[config.mk]
export PLATFORM = sky130hd
export DESIGN_NAME = uart_rx
export DESIGN_NICKNAME = d
export VERILOG_FILES = /design/src/rtl/uart_pkg.sv /design/src/rtl/baud_gen.sv /design/src/rtl/uart_rx.sv
export SDC_FILE = /design/constraint.sdc
export NUM_CORES = 1
export LEC_CHECK = 0
export BUFFER_PORTS_ARGS = -buffer_cell sky130_fd_sc_hd__clkbuf_2
export CORE_MARGIN = 8
export CORE_UTILIZATION = 60
export DETAILED_ROUTE_END_ITERATION = 6
export PLACE_DENSITY = 0.84
export SLEW_MARGIN = 40
export SYNTH_ARGS = -nofsm -noshare
export SYNTH_HDL_FRONTEND = slang
export SYNTH_SLANG_ARGS = --single-unit
[constraint.sdc]
create_clock -name clock -period 5.1 [get_ports clock]
set_clock_uncertainty 0.05 [all_clocks]
set_input_delay 0.51 -clock clock [delete_from_list [all_inputs] [get_ports clock]]
set_output_delay 0.51 -clock clock [all_outputs]
set_load 0.01 [all_outputs]
[src/rtl/uart_pkg.sv]
// uart_pkg: FSM state encodings and default frame constants shared by the UART receiver and transmitter.
package uart_pkg;

    typedef enum logic [2:0] {
        IDLE   = 3'd0,
        START  = 3'd1,
        DATA   = 3'd2,
        PARITY = 3'd3,
        STOP   = 3'd4
    } state_t;

    localparam int DEF_DBIT    = 8;
    localparam int DEF_SB_TICK = 16;

endpackage

[src/rtl/baud_gen.sv]
// baud_gen: free-running oversample tick, one clock wide every BAUD_DIV clocks.
module baud_gen #(
    parameter int BAUD_DIV = 163
) (
    input  logic clock,
    input  logic reset_n,
    output logic tick
);

    localparam int W = BAUD_DIV > 1 ? $clog2(BAUD_DIV) : 1;

    logic [W-1:0] cnt;

    assign tick = cnt == W'(BAUD_DIV - 1);

    always_ff @(posedge clock or negedge reset_n)
        if (!reset_n) cnt <= '0;
        else          cnt <= tick ? '0 : cnt + 1'b1;

endmodule

[src/rtl/uart_rx.sv]
// uart_rx: 16x oversampling UART receiver, LSB first, mid-bit sampling.
// Optional even-parity checking and the parity_err port are enabled by UART_PARITY_EN.
module uart_rx
    import uart_pkg::*;
#(
    parameter int DBIT     = DEF_DBIT,
    parameter int SB_TICK  = DEF_SB_TICK,
    parameter int BAUD_DIV = 163
) (
    input  logic            clock,
    input  logic            reset_n,
    input  logic            rx,
    output logic [DBIT-1:0] dout,
    output logic            rx_done,
    output logic            frame_err
`ifdef UART_PARITY_EN
   ,output logic            parity_err
`endif
);

    localparam int NW = DBIT > 1 ? $clog2(DBIT) : 1;

    state_t          state, state_n;
    logic [3:0]      s_cnt, s_cnt_n;
    logic [NW-1:0]   n_cnt, n_cnt_n;
    logic [DBIT-1:0] shreg, shreg_n, dout_n;
    logic            done_n, ferr_n;
    logic [1:0]      sync;
    logic            rx_s, tick;
`ifdef UART_PARITY_EN
    logic            par_bit, par_n, perr_n;
`endif

    baud_gen #(.BAUD_DIV(BAUD_DIV)) u_baud (
        .clock  (clock),
        .reset_n(reset_n),
        .tick   (tick)
    );

    // rx is asynchronous; only the second flop feeds the FSM
    assign rx_s = sync[1];

    always_ff @(posedge clock or negedge reset_n)
        if (!reset_n) sync <= 2'b11;
        else          sync <= {sync[0], rx};

    always_ff @(posedge clock or negedge reset_n) begin
        if (!reset_n) begin
            state     <= IDLE;
            s_cnt     <= '0;
            n_cnt     <= '0;
            shreg     <= '0;
            dout      <= '0;
            rx_done   <= 1'b0;
            frame_err <= 1'b0;
`ifdef UART_PARITY_EN
            par_bit    <= 1'b0;
            parity_err <= 1'b0;
`endif
        end else begin
            state     <= state_n;
            s_cnt     <= s_cnt_n;
            n_cnt     <= n_cnt_n;
            shreg     <= shreg_n;
            dout      <= dout_n;
            rx_done   <= done_n;
            frame_err <= ferr_n;
`ifdef UART_PARITY_EN
            par_bit    <= par_n;
            parity_err <= perr_n;
`endif
        end
    end

    always_comb begin
        state_n = state;
        s_cnt_n = s_cnt;
        n_cnt_n = n_cnt;
        shreg_n = shreg;
        dout_n  = dout;
        done_n  = 1'b0;
        ferr_n  = frame_err;
`ifdef UART_PARITY_EN
        par_n   = par_bit;
        perr_n  = parity_err;
`endif
        case (state)
            IDLE:
                if (!rx_s) begin
                    state_n = START;
                    s_cnt_n = '0;
                end
            START:
                if (tick) begin
                    if (s_cnt == 4'd7) begin
                        // still low at mid start bit: real frame, otherwise a glitch
                        state_n = rx_s ? IDLE : DATA;
                        s_cnt_n = '0;
                        n_cnt_n = '0;
                    end else
                        s_cnt_n = s_cnt + 4'd1;
                end
            DATA:
                if (tick) begin
                    if (s_cnt == 4'd15) begin
                        s_cnt_n = '0;
                        shreg_n = {rx_s, shreg[DBIT-1:1]};
                        if (n_cnt == NW'(DBIT - 1))
`ifdef UART_PARITY_EN
                            state_n = PARITY;
`else
                            state_n = STOP;
`endif
                        else
                            n_cnt_n = n_cnt + 1'b1;
                    end else
                        s_cnt_n = s_cnt + 4'd1;
                end
`ifdef UART_PARITY_EN
            PARITY:
                if (tick) begin
                    if (s_cnt == 4'd15) begin
                        s_cnt_n = '0;
                        par_n   = rx_s;
                        state_n = STOP;
                    end else
                        s_cnt_n = s_cnt + 4'd1;
                end
`endif
            STOP:
                if (tick) begin
                    if (s_cnt == 4'(SB_TICK - 1)) begin
                        s_cnt_n = '0;
                        dout_n  = shreg;
                        ferr_n  = ~rx_s;
`ifdef UART_PARITY_EN
                        perr_n  = ^shreg ^ par_bit;
`endif
                        done_n  = 1'b1;
                        state_n = IDLE;
                    end else
                        s_cnt_n = s_cnt + 4'd1;
                end
            default: state_n = IDLE;
        endcase
    end

endmodule

## Word-level counts from Yosys, hierarchy flattened

Index checks and enable logic that the tools add are counted.

| operators by class | value |
|---|---|
| add/subtract/negate cells | 3 |
| multiply operators | 0 |
| divide/modulo/power cells | 0 |
| $lt $le $gt $ge | 0 |
| equality and inequality tests | 17 |
| shifts and indexed selects | 0 |
| muxes and demuxes | 26 |
| bitwise operators | 1 |
| reduce and logical (&&, ||, !) cells | 9 |

Operators with widths:

| cell | number |
|---|---|
| 3-bit 2-to-1 mux | 13 |
| 4-bit 2-to-1 mux | 5 |
| 2-bit inequality test, second input constant | 6 |
| 3-bit one-hot mux with 4 select lines | 1 |
| 4-bit one-hot mux with 3 select lines | 1 |
| 8-bit by 1-bit adder with 8-bit output, second input constant | 1 |
| 8-bit equality test, second input constant | 1 |
| 8-bit 2-to-1 mux | 1 |
| 2-bit by 1-bit inequality test with 1-bit output, second input constant | 4 |
| 8-bit AND reduction | 1 |
| 3-bit equality test, second input constant | 2 |
| 3-bit one-hot mux with 2 select lines | 1 |
| 3-bit AND reduction | 2 |
| 6-bit AND reduction | 1 |
| 4-bit by 1-bit adder with 4-bit output, second input constant | 1 |
| 4-bit by 3-bit equality test with 1-bit output, second input constant | 1 |
| 4-bit equality test, second input constant | 1 |
| 4-bit AND reduction | 1 |
| 3-bit by 1-bit adder with 3-bit output, second input constant | 1 |
| 3-bit by 1-bit equality test with 1-bit output, second input constant | 1 |
| 3-bit by 2-bit equality test with 1-bit output, second input constant | 1 |
| 3-bit logical NOT | 1 |
| 1-bit 2-to-1 mux | 3 |
| 3-bit nonzero test | 1 |
| other kinds (4) | 4 |

| storage, ports and cells | value |
|---|---|
| flip-flop bits (word level) | 38 |
| bits in latches | 0 |
| RAM bits | 0 |
| memory bits (read-only) | 0 |
| input bits | 3 |
| logic and storage cells | 65 |
| memories | 0 |

## Depth between registers and ports, before layout

| depth | value |
|---|---|
| word-level depth | 5 |
| gate-level depth with buffers | 8 |
| depth with buffers taken out | 6 |

## By module

Synthesis repeated with hierarchy kept, for this count alone.

| second synthesis, totals | value |
|---|---|
| cell total of the unflattened synthesis | 154 |
| area total of the unflattened synthesis | 1796.7 um^2 |

Modules (own cells, without submodules):

| module | times used | cells an instance | area each (um^2) |
|---|---|---|---|
| uart_rx | 1 | 117 | 1390.1 |
| baud_gen | 1 | 37 | 406.6 |

## Worst setup path before layout

Ideal clock, no wire load.

| timing | value |
|---|---|
| path kind | flip-flop to flip-flop |
| start | register u_baud.cnt[0] |
| end | register dout[0] |
| library setup time | 0.125 ns |
| arrival time | 1.694 ns |
| required time | 4.925 ns |
| slack | 3.231 ns |
| stages on the path, launching flop included | 9 |
| cells stage by stage | dfrtp_1 > inv_1 > ha_1 > nor3b_2 > and2_4 > buf_6 > and4_4 > buf_6 > mux2_4 |

| on the way | value |
|---|---|
| word-level cells in the longest chain between the ends | 2 |

Ends and longest elaborated chain:

| what | RTL line | source |
|---|---|---|
| from (decl) | baud_gen.sv:12 | `logic [W-1:0] cnt;` |
| from (signal assigned) | baud_gen.sv:18 | `else cnt <= tick ? '0 : cnt + 1'b1;` |
| 8-bit equality test | baud_gen.sv:14 | `assign tick = cnt == W'(BAUD_DIV - 1);` |
| 3-bit AND reduction (no line) | n/a |  |
| to (signal assigned) | uart_rx.sv:65 | `dout <= dout_n;` |
| to (decl) | uart_rx.sv:13 | `output logic [DBIT-1:0] dout,` |

No other way between the ends.
A chain may end at the register's enable or synchronous reset.

## Worst setup path after layout

| timing | value |
|---|---|
| start | register state[0] |
| end | register s_cnt[3] |

| on the way | value |
|---|---|
| word-level cells in the longest chain between the ends | 4 |
| elaborated cells between the ends (all ways) | 11 |
| those cells by class | 6 x eq/ne; 1 x mux; 4 x reduce/logical |

Ends and longest elaborated chain:

| what | RTL line | source |
|---|---|---|
| from (decl) | uart_rx.sv:23 | `state_t state, state_n;` |
| from (signal assigned) | uart_rx.sv:61 | `state <= state_n;` |
| 3-bit equality test or 3-bit by 2-bit equality test with 1-bit output (tied branches) | uart_rx.sv:87 | `case (state)` |
| 2-bit OR reduction (no line) | n/a |  |
| 2-bit by 1-bit inequality test with 1-bit output (no line) or 3-bit nonzero test (tied branches) | n/a |  |
| 4-bit AND reduction (no line) | n/a |  |
| to (signal assigned) | uart_rx.sv:62 | `s_cnt <= s_cnt_n;` |
| to (decl) | uart_rx.sv:24 | `logic [3:0] s_cnt, s_cnt_n;` |

Several ways; a longest one is shown, not always the timed one.

==> Flow_metrics.wiki <==
{| class="wikitable"
! Metric !! Value
|-
| Outcome || completed
|-
| Register cell area after layout || between 900 and 1000 um^2
|-
| Wire length per cell after detailed routing || between 15 and 20 um
|-
| Final hold violation count || 0
|-
| Logic gate share of total power || ~1.2%
|-
| Number of max-cap violations || 0
|-
| Main area contributors after synthesis || dfrtp_1 (46%), mux2_4 (12%), ha_1 (3.2%)
|-
| Rel. slew slack || between 50% and 60%
|-
| Least-Margin Pin Slew || 640 ps
|-
| Final setup slack of the worst path || ~3000 ps
|-
| Syn avg cell area || ~13 um^2
|-
| Multi-input combinational cell area || 905 um^2
|-
| Switch share || 18.3%
|-
| # rows || 20
|-
| Sequential share of the synthesized area || approximately half
|-
| Vias per inst || 5.84
|-
| Clock sink total || 38
|-
| Post-synth EDFFs || 0
|-
| Post-Place Worst Slack || 3090 ps
|-
| # DRC || 0
|-
| Largest buffer count on any clock path || 2
|-
| Tightest Hold Check Type || input port to asynchronous set/reset pin
|-
| Post-layout net count || around 170
|-
| Peak per-stage delay on the critical path || slightly above 700 ps
|-
| Hold buffer count at cts || 0
|-
| Post-DP HPWL || approximately 2500 um
|-
| Number of nets in the synthesized netlist || 160
|-
| Total standard cell area after synthesis || around 1900 um^2
|-
| CTS tree || built
|-
| Pin count of the biggest net entering global routing || 39
|-
| Placed cell areas || about 2000 um^2
|-
| Clk pwr share || between 40% and 50%
|-
| IR Drop Worst-Case VDD || 147 uV
|-
| Crit path DAT || ~2300 ps
|-
| Post-route standard cell area excluding fillers || 2110 um^2
|-
| Area growth from synthesis to final layout || 8.51%
|-
| Die width || ~73 um
|-
| Worst path cell trace || nor4_2, a2111oi_2, or2_4, o211ai_1
|-
| Number of optimization iterations in the first detailed-route pass || 4
|-
| Depth of the most critical reg-to-reg path || 4
|-
| Synthesis Warnings || 0
|-
| Boundary Pins || 13
|-
| Fillers || 211
|-
| Root Driver || clkbuf_4
|-
| CTS buffer count || 5
|-
| Type of destination of the critical path || register
|-
| Switching component of the power || 0.000105 W
|-
| Post-CTS sizing || 0
|-
| Sequential share of power || between 50% and 60%
|-
| Clock transition at the registers of the reported paths || about 120 ps
|-
| Most numerous cell in the Yosys netlist || dfrtp_1
|-
| Synthesized flop and latch total || 38
|-
| Internal Pwr Total || between 0.0004 and 0.0005 W
|-
| Total inserted antenna cells || 0
|-
| Final WL || 3430 um
|-
| Synthesized instance count || about 150
|-
| Nature of the critical path startpoint || register
|-
| Via total after detailed routing || 1220
|-
| Layout cell share with drive strength beyond 1 || just over 30%
|-
| Routability congestion estimate || around 0.89
|-
| Share of synthesized flip-flops with an asynchronous set or reset || 100%
|-
| Vias in the first global route || about 1.2k
|-
| Overall track demand over capacity in global routing || roughly 14%
|-
| Distinct cell type count after synthesis || 47
|-
| Final-report max-slew violation count || 0
|-
| Post CTS Setup Buffer Count || 0
|-
| Effective utilization at floorplan || a little over three fifths
|-
| Setup violators final || 0
|-
| Timing-limited maximum frequency || approximately 0.48 GHz
|-
| Residual antenna-violating net count after detailed routing || 0
|-
| Final Critical Period || around 2100 ps
|-
| Most used standard cells in the synthesized netlist || dfrtp_1 (36), mux2_4 (16), nand2_1 (10), nor2_1 (10), nand3_1 (7)
|-
| DIE AREA || 5310 um^2
|-
| Crit share post-route || between 40% and 50%
|-
| Overflow after GRT || 0
|-
| Pleak || 0.964 nW
|-
| Number of H-tree levels || 2
|-
| Chip Height || 72.9 um
|-
| Yosys top cell area share || 46.4%
|-
| Critical-path top delay cell || dfrtp_1
|-
| Worst hold-check slack || around 83 ps
|-
| Core Footprint || 3080 um^2
|-
| Dominant cell type by area after synthesis || dfrtp_1
|-
| Setup tns final || 0 ps
|-
| Initial antenna violation count || 0
|-
| Most used DFF post-synth || dfrtp_1
|-
| CP Max Fanout || 15
|-
| Critical path class || register to register
|-
| Violation count after the first detailed-route iteration || 69
|-
| RSZ-0062 raised after global routing || no
|-
| Crit path required time || approximately 5300 ps
|-
| Clock insertion delay at the later pin of the skew report || between 300 and 400 ps
|-
| Power density relative to cell area || about 270 nW/um^2
|-
| Number of buffers inserted by port buffering || 12
|-
| Wire length of the first global-routing pass || about 6000 um
|}
[power by group through the flow]
stage	registers (W)	clock network [W]	logic (W)
after global routing	0.000304	0.000279	0.00000843
after CTS	0.000303	0.000268	0.00000753
after floorplan	0.000309	0	0.000000547
after global placement	0.000309	0	0.00000684
after detailed placement	0.000309	0	0.00000738
final	0.000303	0.000265	0.00000694
[flip-flops by register name (all words and copies together) (netlist names)]
signal	cells
dout	8
shreg	8
sync	2
rx_done	1
state	3
u_baud.cnt	8
frame_err	1
s_cnt	4
n_cnt	3
[routing by layer]
metal	global-route usage (%)	vias to the layer above	wire, um
li1	-	573	-
met2	20.7	33	1690
met5	0	-	0
met3	4.26	11	191
met4	11.1	0	99
met1	17.2	603	1450
[through the flow]
step	cells	utilization, %	total power, W
3_3_place_gp	201	64.7	0.000316
5_1_grt	209	68.4	0.000591
6_report	209	68.4	0.000575
4_1_cts	209	68.4	0.000579
2_1_floorplan	152	-	0.000310
3_5_place_dp	201	64.8	0.000316
[final timing paths]
path | end | slack (ps) | start
max in group asynchronous | sync[1] | 4550 | reset_n
max | s_cnt[3] | 3030 | state[0]
min reg2reg | sync[1] | 320 | sync[0]
min | u_baud.cnt[5] | 80 | reset_n
max reg2reg | s_cnt[3] | 3030 | state[0]
min in group clock | sync[0] | 180 | rx
[final cells by class]
cell class,instances,share of cell area [%]
clock inverter,2,2.85
multi-input combinational,102,43.0
sequential,38,45.3
tap,44,2.61
clock buffer,6,2.44
timing repair buffer,12,2.97
inverter,5,0.891
[cells in the final DEF, fill, tap and decap left out, types with 5 or more instances in the layout]
cell / n
dfrtp_1: 36
mux2_4: 16
clkbuf_2: 11
nor2_1: 10
nand2_1: 10
nand3_1: 7
clkbuf_4: 6
inv_1: 5
ha_1: 5
[cells by family after synthesis]
group	after synthesis	synth area share, %
AOI/OAI and AO/OA	19	8.25
xor gates and xnor gates	7	3.16
adders and majority gates	5	3.22
buffers and inverters	12	4.25
DFF	38	49.1
muxes	21	15.0
and+or+nand+nor	50	17.0
[critical path: cells and delay by family, from the launching register on]
family	cells	cell delay, ps
flops	1	710
simple gates	2	430
compound gates	2	760
Power figures use the tool's default switching activity.
